File: src/rtl/uart_tx_fifo.sv
// rtl/uart_tx_fifo.sv - buffered 8N1 UART transmitter fed by a no-backpressure byte strobe
// Optional even-parity bit between data and stop when UART_TX_PARITY_EN is defined.
module uart_tx_fifo #(
    parameter int BAUD_DIV   = 868,
    parameter int FIFO_DEPTH = 16,
    parameter int FIFO_AW    = 4
) (
    input  logic               clk,
    input  logic               rst,
    input  logic [7:0]         char_in,
    input  logic               char_valid,
    input  logic               clr_overflow,
    output logic               tx,
    output logic               tx_busy,
    output logic [FIFO_AW:0]   fifo_count,
    output logic               overflow,
    output logic [7:0]         drop_cnt
);
    localparam int CW = $clog2(BAUD_DIV);
    localparam logic [CW-1:0]    RELOAD = CW'(BAUD_DIV - 1);
    localparam logic [FIFO_AW:0] DEPTH  = (FIFO_AW + 1)'(FIFO_DEPTH);

`ifdef UART_TX_PARITY_EN
    typedef enum logic [2:0] {IDLE, START, DATA, PARITY, STOP} state_t;
    logic parity;
`else
    typedef enum logic [1:0] {IDLE, START, DATA, STOP} state_t;
`endif

    state_t               state, state_next;
    logic [7:0]           mem [FIFO_DEPTH];
    logic [FIFO_AW-1:0]   wr_ptr, rd_ptr;
    logic [CW-1:0]        baud_cnt;
    logic [2:0]           bit_idx;
    logic [7:0]           shift;
    logic                 tx_next;
    logic                 pop, push, drop, baud_tick, fifo_nonempty;

    assign baud_tick     = (baud_cnt == '0);
    assign fifo_nonempty = (fifo_count != '0);
    // A pop frees a slot in the same cycle, so a full FIFO still accepts then.
    assign push = char_valid && ((fifo_count < DEPTH) || pop);
    assign drop = char_valid && !push;

    always_comb begin
        state_next = state;
        tx_next    = tx;
        pop        = 1'b0;
        case (state)
            IDLE: begin
                if (fifo_nonempty) begin
                    pop        = 1'b1;
                    state_next = START;
                    tx_next    = 1'b0;
                end
            end
            START: begin
                if (baud_tick) begin
                    state_next = DATA;
                    tx_next    = shift[0];
                end
            end
            DATA: begin
                if (baud_tick) begin
                    if (bit_idx == 3'd7) begin
`ifdef UART_TX_PARITY_EN
                        state_next = PARITY;
                        tx_next    = parity;
`else
                        state_next = STOP;
                        tx_next    = 1'b1;
`endif
                    end else begin
                        tx_next = shift[1];
                    end
                end
            end
`ifdef UART_TX_PARITY_EN
            PARITY: begin
                if (baud_tick) begin
                    state_next = STOP;
                    tx_next    = 1'b1;
                end
            end
`endif
            STOP: begin
                if (baud_tick) begin
                    if (fifo_nonempty) begin
                        pop        = 1'b1;
                        state_next = START;
                        tx_next    = 1'b0;
                    end else begin
                        state_next = IDLE;
                        tx_next    = 1'b1;
                    end
                end
            end
            default: begin
                state_next = IDLE;
                tx_next    = 1'b1;
            end
        endcase
    end

    always_ff @(posedge clk) begin
        if (push) mem[wr_ptr] <= char_in;
    end

    always_ff @(posedge clk or posedge rst) begin
        if (rst) begin
            state      <= IDLE;
            tx         <= 1'b1;
            tx_busy    <= 1'b0;
            baud_cnt   <= '0;
            bit_idx    <= '0;
            shift      <= '0;
            wr_ptr     <= '0;
            rd_ptr     <= '0;
            fifo_count <= '0;
            overflow   <= 1'b0;
            drop_cnt   <= '0;
`ifdef UART_TX_PARITY_EN
            parity     <= 1'b0;
`endif
        end else begin
            state   <= state_next;
            tx      <= tx_next;
            tx_busy <= (state_next != IDLE);

            if (pop) begin
                shift    <= mem[rd_ptr];
                rd_ptr   <= rd_ptr + 1'b1;
                bit_idx  <= '0;
                baud_cnt <= RELOAD;
`ifdef UART_TX_PARITY_EN
                parity   <= ^mem[rd_ptr];
`endif
            end else if (state != IDLE) begin
                if (baud_tick) begin
                    baud_cnt <= RELOAD;
                    if (state == DATA) begin
                        shift   <= shift >> 1;
                        bit_idx <= bit_idx + 3'd1;
                    end
                end else begin
                    baud_cnt <= baud_cnt - 1'b1;
                end
            end

            if (push) wr_ptr <= wr_ptr + 1'b1;
            if (push && !pop)      fifo_count <= fifo_count + 1'b1;
            else if (pop && !push) fifo_count <= fifo_count - 1'b1;

            // A drop colliding with a clear counts as the first drop after the clear.
            if (drop) begin
                overflow <= 1'b1;
                if (clr_overflow)            drop_cnt <= 8'd1;
                else if (drop_cnt != 8'hFF) drop_cnt <= drop_cnt + 8'd1;
            end else if (clr_overflow) begin
                overflow <= 1'b0;
                drop_cnt <= '0;
            end
        end
    end
endmodule

File: config.mk
export PLATFORM = sky130hd
export DESIGN_NAME = uart_tx_fifo
export DESIGN_NICKNAME = d
export VERILOG_FILES = /design/src/rtl/uart_tx_fifo.sv
export SDC_FILE = /design/constraint.sdc
export NUM_CORES = 1
export LEC_CHECK = 0
export BUFFER_PORTS_ARGS = -buffer_cell sky130_fd_sc_hd__buf_2
export CORE_ASPECT_RATIO = 0.8
export CORE_MARGIN = 2
export CORE_UTILIZATION = 40
export DETAILED_ROUTE_END_ITERATION = 10
export PLACE_DENSITY = 0.67
export SYNTH_ARGS = -nofsm -noshare
export SYNTH_HDL_FRONTEND = slang
export SYNTH_SLANG_ARGS = --single-unit
export TNS_END_PERCENT = 1
File: constraint.sdc
create_clock -name clk -period 3.3 [get_ports clk]
set_clock_uncertainty 0.05 [all_clocks]
set_input_delay 0.495 -clock clk [delete_from_list [all_inputs] [get_ports clk]]
set_output_delay 0.495 -clock clk [all_outputs]
set_load 0.01 [all_outputs]
# ---- Word-level counts from Yosys, hierarchy flattened
# Memory sizes are Yosys's and may differ from the RTL's.
# Cells that the tools add are included.
dict set report classes {
  addsub 7
  magnitude_cmp 1
  muxes 38
  eq_ne 9
  reduce_logical 21
}
# operator count
set ops {}
lappend ops {{$mux 8} 8}
lappend ops {{$mux 10} 3}
lappend ops {{$reduce_bool 2->1} 8}
lappend ops {{$mux 1} 13}
lappend ops {{$mux 3} 4}
lappend ops {{$logic_not 10->1} 1}
lappend ops {{$mux 2} 5}
lappend ops {{$mux 5} 2}
lappend ops {{$sub 10x1->10 const B} 1}
lappend ops {{$add 4x1->4 const B} 2}
lappend ops {{$add 8x1->8 const B} 1}
lappend ops {{$ne 2x2->1 const B} 4}
lappend ops {{$ne 8x8->1 const B} 1}
lappend ops {{$pmux 2 s4} 1}
lappend ops {{$add 5x1->5 const B} 1}
lappend ops {{$lt 5x5->1 const B} 1}
lappend ops {{$reduce_bool 5->1} 1}
lappend ops {{$sub 5x1->5 const B} 1}
lappend ops {{$eq 2x2->1 const B} 2}
lappend ops {{$logic_and 1x1->1} 4}
lappend ops {{$pmux 1 s4} 1}
lappend ops {{$reduce_and 4->1} 1}
lappend ops {{$add 3x1->3 const B} 1}
lappend ops {{$eq 3x3->1 const B} 1}
lappend ops {{7 further kinds} 8}
dict set report word_totals {
  mem_bits_rw 128
  in_bits 12
  n_memories 1
  register_bits 47
  out_inout_bits 16
  word_cells 88
}
# name depth word_bits rd rd_clocked_by_memory_dff wr line
set memory_table {}
lappend memory_table {mem 16 8 1 0 1 31} ;# logic [7:0] mem [FIFO_DEPTH];

# ---- Logic depth before layout (Yosys ltp)
# Gate-level depths: netlist (run 1).
dict set report depth {
  word_depth 10
  depth_mapped 15
  depth_no_buf 14
}

# ---- Least setup slack after synthesis (run 1)
# No wires, ideal clock.
dict set report synth_path {
  path_type {reg2reg}
  start {register baud_cnt[0]}
  end {register fifo_count[4]}
  synth_period_minus_slack_ns 3.256
  setup_ns 0.132
  path_stages_with_launch 16
  path_buffers 1
  required_time_ns 3.118
  arrival_ns 3.073
  setup_slack_ns 0.044
  path_cell_list {dfrtp_1 -> inv_1 -> ha_1 -> nor3b_2 -> a41oi_1 -> nor2_2 -> inv_1 -> buf_2 -> ha_1 -> inv_1 -> fa_1 -> a21o_1 -> a21oi_1 -> xnor2_1 -> nor2_1 -> xor2_1}
}
dict set report synth_via {
  elab_chain_cells 8
  word_cells_on_any_way 11
  cone_classes {mux (3); reduce/logical (8)}
}
# element line
set synth_rtl {}
lappend synth_rtl {{start, declared} 33} ;# logic [CW-1:0] baud_cnt;
lappend synth_rtl {{start signal, assigned} 146} ;# baud_cnt <= baud_cnt - 1'b1;
lappend synth_rtl {{$logic_not 10->1 (*)} 39} ;# assign baud_tick = (baud_cnt == '0);
lappend synth_rtl {{$mux 1 (*)} 87} ;# if (baud_tick) begin
lappend synth_rtl {{$pmux 1 s2 (*)} 49} ;# case (state)
lappend synth_rtl {{$logic_or 1x1->1} 42} ;# assign push = char_valid && ((fifo_count < DEPTH) || pop);
lappend synth_rtl {{$logic_and 1x1->1} 42}
lappend synth_rtl {{$logic_not 1->1} 152} ;# else if (pop && !push) fifo_count <= fifo_count - 1'b1;
lappend synth_rtl {{$logic_and 1x1->1} 152}
lappend synth_rtl {{$reduce_bool 2->1 (no source line)} -}
lappend synth_rtl {{end signal, assigned} 151} ;# if (push && !pop) fifo_count <= fifo_count + 1'b1;
lappend synth_rtl {{end signal, assigned} 152}
lappend synth_rtl {{end, declared} 15} ;# output logic [FIFO_AW:0] fifo_count,
# Every way passes the cells marked *; elsewhere a longest branch is shown, timed or not.
# A chain may end at the register's enable or synchronous reset.

# ---- Worst setup path in the final report (run 1)
dict set report layout_path {
  start {register baud_cnt[4]}
  end {register fifo_count[4]}
}
dict set report layout_via {
  elab_chain_cells 8
  word_cells_on_any_way 11
  cone_classes {mux (3); reduce/logical (8)}
}
# element line
set layout_rtl {}
lappend layout_rtl {{$logic_not 10->1 (*)} 39}
lappend layout_rtl {{$mux 1 (*)} 87}
lappend layout_rtl {{$pmux 1 s2 (*)} 49}
lappend layout_rtl {{$logic_or 1x1->1 (*)} 42}
lappend layout_rtl {{$logic_and 1x1->1 (*)} 42}
lappend layout_rtl {{net push} 37} ;# logic pop, push, drop, baud_tick, fifo_nonempty;
lappend layout_rtl {{$logic_not 1->1} 152}
lappend layout_rtl {{$logic_and 1x1->1} 152}
lappend layout_rtl {{$reduce_bool 2->1 (no source line)} -}
# The timed path passes the listed nets; every way through them passes the cells marked *.

==> run summary, run 1 <==
The tools report the count of maximum capacitance violations as 0. The required time at the endpoint of the critical path is 3560 ps, and the leakage power total is 3.12 nW. The synthesis-stage register bit count was 175. The area share of the leading cell type in the synthesized netlist came out at 0.513. The critical path class is flip-flop to flip-flop. The cell type contributing the most total cell area after synthesis is sky130_fd_sc_hd__edfxtp_1. In this run the critical register-to-register path is launched from baud_cnt[4]$_DFFE_PP0P_. The run gives 1,527 as the filler cell count. The final worst-path cycle share was 0.953; the final worst-path setup slack was 156 ps. The count of nets left with antenna violations once routing finished came out at 0.

The finished layout holds 792 standard cells, fillers aside. The die footprint is 19,800 um^2, and the share of flip-flops with an asynchronous set or reset is 0.269. At the later pin of the worst-skew pair, clock insertion delay measures 430 ps. The number of detailed-routing iterations run before antenna repair is 4, and the number of global-route vias before repair is 4,334. The count of buffers added on input and output ports is 27. For the worst flop-to-flop path, the logic depth is 12. The tools report the final number of setup-violating endpoints as 0. The logs give 0.670 for the portion of the post-synthesis area used by sequential elements and 0 for the total inserted antenna cells. By area, the combinational part of the netlist is dominated by multiplexers.

The cts-stage hold buffer count is 0. The number of nets produced by synthesis is 510, and the adder-cell share of the synthesized area is 0.0327. The peak clock frequency supported by timing was 318 MHz.

The synthesized netlist occupies a cell area of 7490 um^2. Weighted congestion at the end of routability-driven global placement: 0.774. For the clock sink count, the log shows 175. The tools report the startpoint kind of the worst setup timing path as a flip-flop. Peak supply drop: 0.000364 V. By area the synthesized netlist is led by sky130_fd_sc_hd__edfxtp_1, sky130_fd_sc_hd__dfrtp_1, sky130_fd_sc_hd__mux4_2, sky130_fd_sc_hd__ha_1, sky130_fd_sc_hd__o21ai_0. The fraction of the mapped netlist area in compound gates is 0.0685. In the final routed layout, each cell accounts on average for 18.7 um.

Post-CTS repair changed the size of 0 cells. The wire length of the first global-routing pass came out at 23,800 um. Transition time of the tightest slew-check pin: 1020 ps. The flow ran to the end, and the final reports show no timing, DRC or antenna violations. The most common cell after layout, fill and taps aside is sky130_fd_sc_hd__edfxtp_1. The initialized floorplan defines 44 standard-cell rows. The endpoint class of the critical path was a flip-flop. Average cell area after synthesis: 15.6 um^2.

The die height is 126 um, and the mux contribution to synthesized area is 0.116. Across all layers, the routed design uses 4,263 vias. The tools report the buffer cell driving the clock tree root as sky130_fd_sc_hd__clkbuf_16. The clock slew at the register clock pins of the worst setup and hold paths came out at 60 ps.

For this block, the routed nets add up to 14,800 um of wire. The worst relative slew slack was 0.322. The initial antenna violation count came out at 0. For the total routing resource utilization after global routing, the log shows 0.158.

In this run the worst hold path is classified as primary input to asynchronous set/reset pin. Standard cell core area: 18,200 um^2. STA puts the critical path data arrival time at 3400 ps. The pre-CTS setup slack was 202 ps; the detailed-route vias per instance was 5.38. The tools report the number of placed cells counting well taps as 761. The die is 157 um wide. The synthesized-area fraction occupied by xor and xnor cells was 0.0187; the number of nets at the end of the flow was 558.

The top-level I/O count is 28, and the maximum number of pins on one net before global-route repair is 48. After legalization and detailed placement, the total HPWL measured 9850 um. The endpoint identified for the worst register-to-register timing path is fifo_count[4]$_DFFE_PP0P_. The longest clock path from root to sink contains 2 buffers.

The number of warnings reported in the yosys synthesis log was 0; the overall power consumption was 4.36 mW. The logs give 0.474 for the final design utilization and 0 for the total congestion overflow after global routing. The post-synthesis simple-gate area fraction came out at 0.0767. For the starting density of the core, the log shows 0.411. The initial detailed-routing violation count was 334. The routed design could run at a clock period as short as 3140 ps. Relative to the synthesized area, the layout overhead comes to 15.3%.

The logs give 17 for the total clock buffers created by CTS and 4 for the count of H-tree levels built during CTS. The instance count of the mapped netlist was 479. In the synthesized netlist the dominant register cell turns out to be sky130_fd_sc_hd__edfxtp_1. For flop-to-flop paths, the worst setup slack is 160 ps. Summed over all failing endpoints, the final setup total negative slack is 0 ps. After detailed routing, the number of remaining DRC violations is 0. Final hold analysis gives a worst-case slack of 250 ps.

The number of flops mapped to enable cells by yosys was 128; the maximum fanout count along the critical path was 8. The tools report the max-slew violation total from the final report as 0. In the layout the commonest cells are sky130_fd_sc_hd__edfxtp_1, sky130_fd_sc_hd__dfrtp_1, sky130_fd_sc_hd__mux4_2, sky130_fd_sc_hd__buf_2. The number of failing hold endpoints at the final stage is 0. The number of different library cells used by synthesis comes to 47. After clock tree synthesis, the setup repair step added 0 buffers. Once placement finished, the instance area stood at 8070 um^2.

TritonCTS built the clock tree. The ratio of cells with drive above 1 in the final layout is 0.243, and the power per cell area is 504 nW/um^2. After routing the design area is 8640 um^2.
-- worst max path at each step --
stage | start | to | slack (ps) | depth (start not counted)
6_report | baud_cnt[4]$_DFFE_PP0P_ | fifo_count[4]$_DFFE_PP0P_ | 160 | 12
4_1_cts | baud_cnt[1]$_DFFE_PP0P_ | fifo_count[4]$_DFFE_PP0P_ | 160 | 14
3_5_place_dp | baud_cnt[0]$_DFFE_PP0P_ | fifo_count[4]$_DFFE_PP0P_ | 200 | 14
3_3_place_gp | baud_cnt[0]$_DFFE_PP0P_ | fifo_count[4]$_DFFE_PP0P_ | 340 | 14
5_1_grt | baud_cnt[4]$_DFFE_PP0P_ | fifo_count[4]$_DFFE_PP0P_ | -30 | 12
2_1_floorplan | baud_cnt[0]$_DFFE_PP0P_ | fifo_count[4]$_DFFE_PP0P_ | 40 | 15
-- cells in the mapped netlist (all sizes together) (10+ instances only) --
| cell | instances |
|---|---|
| edfxtp | 128 |
| dfrtp | 46 |
| mux4 | 32 |
| nor2 | 26 |
| nand2 | 25 |
| o21ai | 23 |
| ha | 18 |
| a21oi | 17 |
| nand3 | 14 |
| a22oi | 13 |
| and3 | 13 |
| inv | 12 |
| buf | 11 |
| clkbuf | 10 |
| mux2i | 10 |
| nor3 | 10 |
-- cell families (layout without fill, tap and decap cells) --
| logic type | after synthesis | count (layout) |
|---|---|---|
| DFF | 175 | 175 |
| xor gates and xnor gates | 16 | 16 |
| adders and majority gates | 19 | 19 |
| muxes | 46 | 46 |
| and+or+nand+nor | 111 | 111 |
| buffers and inverters | 33 | 93 |
| AOI/OAI and AO/OA | 79 | 79 |
-- power by group --
part / switching [mW] / internal (mW)
registers: 0.0116 / 2.37
logic: 0.0559 / 0.0220
clock network: 0.851 / 1.05
-- area by class of cell --
cell class | count | area, um^2 | area share
multi-input cells | 271 | 2380 | 0.275
clock buffers | 18 | 429 | 0.0497
clock inverters | 13 | 129 | 0.0149
flip-flops and latches | 175 | 5020 | 0.581
repair buffers | 50 | 320 | 0.0371
inverters | 12 | 45.0 | 0.00521
well taps | 253 | 317 | 0.0366
-- registers in the layout (all words and copies together), names as in the netlist, 3 cells and up --
register and cells:
shift 8, drop_cnt 8, wr_ptr 4, rd_ptr 4
baud_cnt 10, bit_idx 3, mem 128, fifo_count 5
-- per-layer routing --
layer / routed length (um) / GRT usage / vias to the layer above
li1: - / - / 1960
met2: 7170 / 0.252 / 105
met3: 673 / 0.0386 / 26
met1: 6700 / 0.215 / 2172
met4: 293 / 0.0556 / 0
met5: 0 / 0 / -
-- critical path, stage by stage (launching register included) --
cell                      delay (ps)
sky130_fd_sc_hd__dfrtp_1         450
sky130_fd_sc_hd__nor3_2          470
sky130_fd_sc_hd__a41oi_2         290
sky130_fd_sc_hd__a21o_1          250
sky130_fd_sc_hd__inv_1            80
sky130_fd_sc_hd__ha_1            200
sky130_fd_sc_hd__inv_1           120
sky130_fd_sc_hd__fa_1            410
sky130_fd_sc_hd__a21o_1          210
sky130_fd_sc_hd__a21oi_1         170
sky130_fd_sc_hd__xnor2_1         140
sky130_fd_sc_hd__nor2_1           70
sky130_fd_sc_hd__xor2_1          140
(Power assumes the default switching activity.)
==> run 2: changes to the inputs <==
--- a/config.mk
+++ b/config.mk
@@ -5,12 +5,14 @@
 export SDC_FILE = /design/constraint.sdc
 export NUM_CORES = 1
 export LEC_CHECK = 0
+export ABC_AREA = 1
 export BUFFER_PORTS_ARGS = -buffer_cell sky130_fd_sc_hd__buf_2
-export CORE_ASPECT_RATIO = 0.8
+export CORE_ASPECT_RATIO = 0.9
 export CORE_MARGIN = 2
 export CORE_UTILIZATION = 40
 export DETAILED_ROUTE_END_ITERATION = 10
 export PLACE_DENSITY = 0.67
+export SETUP_SLACK_MARGIN = 0.5
 export SYNTH_ARGS = -nofsm -noshare
 export SYNTH_HDL_FRONTEND = slang
 export SYNTH_SLANG_ARGS = --single-unit
==> run 2 against run 1 <==
Against the previous run: flip-flop and latch count is the same; critical path depth shrank 1; via count grew 24%; die area grew 4.1%; first-iteration DRC count grew 1.8%; combinational power grew to 37 times the previous value; synthesized area grew 4.2%; worst hold slack lost 94 ps; cell count grew 30%; wire length grew 11%; final area grew 3.6%; critical path type unchanged.
==> run summary, run 2 <==
The run finished with clean final reports. The tools report the count of maximum capacitance violations as 0 (unchanged). Share of flip-flops with an asynchronous set or reset: 0.269 (unchanged). In the post-synthesis netlist, the cell with the most instances is sky130_fd_sc_hd__edfxtp_1. The number of warnings reported in the yosys synthesis log was 0 (unchanged); the count of H-tree levels built during CTS was 4 (unchanged). The transition time of the tightest slew-check pin is 773 ps (-242 ps). Most common cell after layout, fill and taps aside: sky130_fd_sc_hd__edfxtp_1. The clock sink count was 175 (unchanged). In the layout the commonest cells are sky130_fd_sc_hd__edfxtp_1, sky130_fd_sc_hd__nor2_1, sky130_fd_sc_hd__nand2_1, sky130_fd_sc_hd__o21ai_0, sky130_fd_sc_hd__nand3_1. The die footprint was 20,700 um^2 (+4.1%). The tools report the number of global-route vias before repair as 5,011 (+16%). The detailed-route vias per instance is 5.13 (-4.6%), and the weighted congestion at the end of routability-driven global placement is 0.798 (+3.1%).

Cell area after layout: 8950 um^2 (+3.6%). The worst setup path is of the flip-flop to flip-flop kind. The run gives 0.000510 V (+40%) as the peak supply drop. The count of buffers from port buffering is 27 (unchanged), and the count of nets left with antenna violations after detail routing is 0 (unchanged). CTS placed an instance of sky130_fd_sc_hd__clkbuf_16 at the clock tree root. Residual DRC count: 0 (unchanged). By area, the combinational part of the netlist is dominated by simple AND/OR/NAND/NOR gates.

The number of flops mapped to enable cells by yosys works out to 128 (unchanged). The worst setup path is captured at a flip-flop. The final number of setup-violating endpoints is 0 (unchanged), and the total congestion overflow after global routing is 0 (unchanged).

The tools report the placed instance area as 8330 um^2 (+3.2%). The clock slew at the register clock pins of the worst setup and hold paths was 70 ps (about the same); the die height was 137 um (+8.0%). The adder-cell share of the synthesized area came out at 0.0314 (-0.00132). The worst min-delay path class was primary input to asynchronous set/reset pin.

The tools report the wire length of the first global-routing pass as 26,700 um (+12%). In this run the critical register-to-register path is launched from baud_cnt[1]$_DFFE_PP0P_. For the clock insertion delay at the later pin of the skew report, the log shows 430 ps (about the same). In the synthesized netlist the dominant register cell turns out to be sky130_fd_sc_hd__edfxtp_1. The run gives 10,500 um (+6.3%) as the half-perimeter wire length after placement.

The run gives 7810 um^2 (+4.2%) as the post-synth design cell area. STA classifies the critical path startpoint as a flip-flop. The max-slew violation total from the final report was 0 (unchanged); the total routing resource utilization after global routing was 0.172 (+0.0133). Overall power consumption: 7.80 mW (+79%).

The depth of the worst register-to-register path is 11 (-1). The leakage power total is 3.50 nW (+12%), and the instance count of the mapped netlist is 724 (+51%). The run gives 28 (unchanged) as the top-level I/O count.

For the pre-CTS setup slack, the log shows 389 ps (+186 ps). The number of detailed-routing iterations run before antenna repair was 4 (unchanged); the total inserted antenna cells was 0 (unchanged). The synthesis-stage register bit count works out to 175 (unchanged). The width of the die is 151 um (-3.7%). TritonCTS built the clock tree.

For the flop-to-flop setup slack, the log shows 650 ps (+490 ps). Average cell area after synthesis: 10.8 um^2 (-31%). The tools report the final worst-path setup slack as 647 ps (+492 ps). The number of nets at the end of the flow is 797 (+43%), and the average wire length per cell after detail routing is 16.0 um (-15%). The worst relative slew slack was 0.484 (+0.162). Sorting the synthesized cells by how often they occur yields sky130_fd_sc_hd__edfxtp_1, sky130_fd_sc_hd__nor2_1, sky130_fd_sc_hd__nand2_1. The synthesized-area fraction occupied by xor and xnor cells works out to 0.0157 (-0.00300).

The logs give 3310 ps (-250 ps) for the required time at the endpoint of the critical path and 40 (-15%) for the number of distinct library cells after synthesis. The initial detailed-routing violation count was 340 (+1.8%); the ratio of cells with drive above 1 in the final layout was 0.155 (-0.0877). The starting density of the core is 0.408 (-0.00363), and the count of vias placed by the detailed router is 5,283 (+24%). Setup repair after global routing left no endpoint under its margin. The post-synthesis simple-gate area fraction was 0.170 (+0.0937); the number of nets produced by synthesis was 755 (+48%). The logs give 377 MHz (+19%) for the peak clock frequency supported by timing and 16,400 um (+11%) for the sum of routed wire length over all layers. The standard cell core area was 19,200 um^2 (+5.1%); the fraction of the mapped netlist area in compound gates was 0.0995 (+0.0310). The run gives 0.467 (-0.00691) as the final design utilization.

The data arrival at the endpoint of the critical path was 2670 ps (-730 ps); the power per cell area was 871 nW/um^2 (+73%). The area growth from synthesis to layout is 14.7%. The run gives 17 (unchanged) as the total clock buffers created by CTS.

The portion of the post-synthesis area used by sequential elements is 0.643 (-0.0271). By area the synthesized netlist is led by sky130_fd_sc_hd__edfxtp_1, sky130_fd_sc_hd__dfrtp_1, sky130_fd_sc_hd__nor2_1, sky130_fd_sc_hd__nand2_1, sky130_fd_sc_hd__o21ai_0. The final worst-path cycle share is 0.804 (-0.149). For the number of failing hold endpoints at the final stage, the log shows 0 (unchanged).

For the maximum number of pins on one net before global-route repair, the log shows 45 (-6.3%). The cts-stage hold buffer count came out at 0 (unchanged). For the initial antenna violation count, the log shows 0 (unchanged). Maximum fanout count along the critical path: 9 (+1). The worst register-to-register path ends at mem[14][1]$_DFFE_PP_. Summed over all instances, the cell type with the most area after synthesis is sky130_fd_sc_hd__edfxtp_1. More flip-flops sit in one register than any other, and that register is mem.

The flip-flop count of the largest register after layout was 128 (unchanged); the accumulated negative setup slack was 0 ps (unchanged). The minimum clock period after layout is 2650 ps (-492 ps). The mux contribution to synthesized area is 0.00128 (-0.114).

The largest registers in the layout are mem x128, baud_cnt x10. The maximum buffer depth of the clock tree was 2 (unchanged); the area share of the leading cell type in the synthesized netlist was 0.492 (-0.0207). The total number of placement rows is 48 (+9.1%).
==> run 2: power by group <==
part           switching, mW  internal [mW]  total, mW
Combinational           1.89           1.02       2.91
Clock                  0.859           1.04       1.90
Sequential             0.282           2.71       2.99
Total                   3.03           4.77       7.80
==> run 2: worst max-delay path by stage <==
stage,from,to,slack (ps)
after CTS,baud_cnt[1]$_DFFE_PP0P_,fifo_count[4]$_DFFE_PP0P_,590
final,baud_cnt[1]$_DFFE_PP0P_,mem[14][1]$_DFFE_PP_,650
after floorplan,baud_cnt[0]$_DFFE_PP0P_,fifo_count[4]$_DFFE_PP0P_,470
after detailed placement,baud_cnt[1]$_DFFE_PP0P_,fifo_count[4]$_DFFE_PP0P_,390
after global routing,baud_cnt[0]$_DFFE_PP0P_,fifo_count[4]$_DFFE_PP0P_,490
after global placement,baud_cnt[0]$_DFFE_PP0P_,fifo_count[4]$_DFFE_PP0P_,460
==> run 2: metal layers <==
metal	global-route usage	up-vias	wire, um
met3	0.0380	22	703
met1	0.239	2558	7710
met4	0.0545	0	257
li1	-	2597	-
met2	0.270	106	7760
met5	0	-	0
==> run 2: layout make-up <==
cell class / count / area, um^2
clock buffers: 17 / 425
clock inverters: 15 / 135
fillers: 1691 / 10200
inverters: 41 / 154
multi-input cells: 475 / 2550
flip-flops and latches: 175 / 5020
well taps: 250 / 313
repair buffers: 56 / 353
==> run 2: repair_timing <==
item / 4_1_cts / 5_1_grt
setup buffers: 1 / 3
cloned: 0 / 0
setup endpoints to repair: 26 / 22
resized for setup: 2 / 3
pin swaps: 2 / 4
==> run 2: kinds of logic (layout without fill, tap and decap cells) <==
kind of cell / after synthesis / count (layout)
AO/OA/AOI/OAI: 134 / 134
buffers and inverters: 74 / 129
adder cells (fa/ha/maj): 19 / 19
AND/OR/NAND/NOR: 307 / 307
flip-flops: 175 / 175
XOR/XNOR: 14 / 14
multiplexers: 1 / 1
==> run 2: worst max-delay path: stages, from the launching register on <==
cell and delay, ps:
sky130_fd_sc_hd__dfrtp_1 390, sky130_fd_sc_hd__inv_2 80, sky130_fd_sc_hd__ha_4 140, sky130_fd_sc_hd__nand2_2 60, sky130_fd_sc_hd__nor2_4 130, sky130_fd_sc_hd__nand3_4 90, sky130_fd_sc_hd__o21ai_4 170, sky130_fd_sc_hd__nand2_4 90
sky130_fd_sc_hd__a21oi_4 170, sky130_fd_sc_hd__buf_4 230, sky130_fd_sc_hd__nand2_4 80, sky130_fd_sc_hd__nor2_1 590
==> run 2: through the flow <==
| stage | hold slack (ps) | instances |
|---|---|---|
| floorplan | 400 | 724 |
| global placement | 413 | 993 |
| detailed placement | 412 | 993 |
| CTS | 163 | 1026 |
| global route | 216 | 1029 |
| finish | 156 | 1029 |
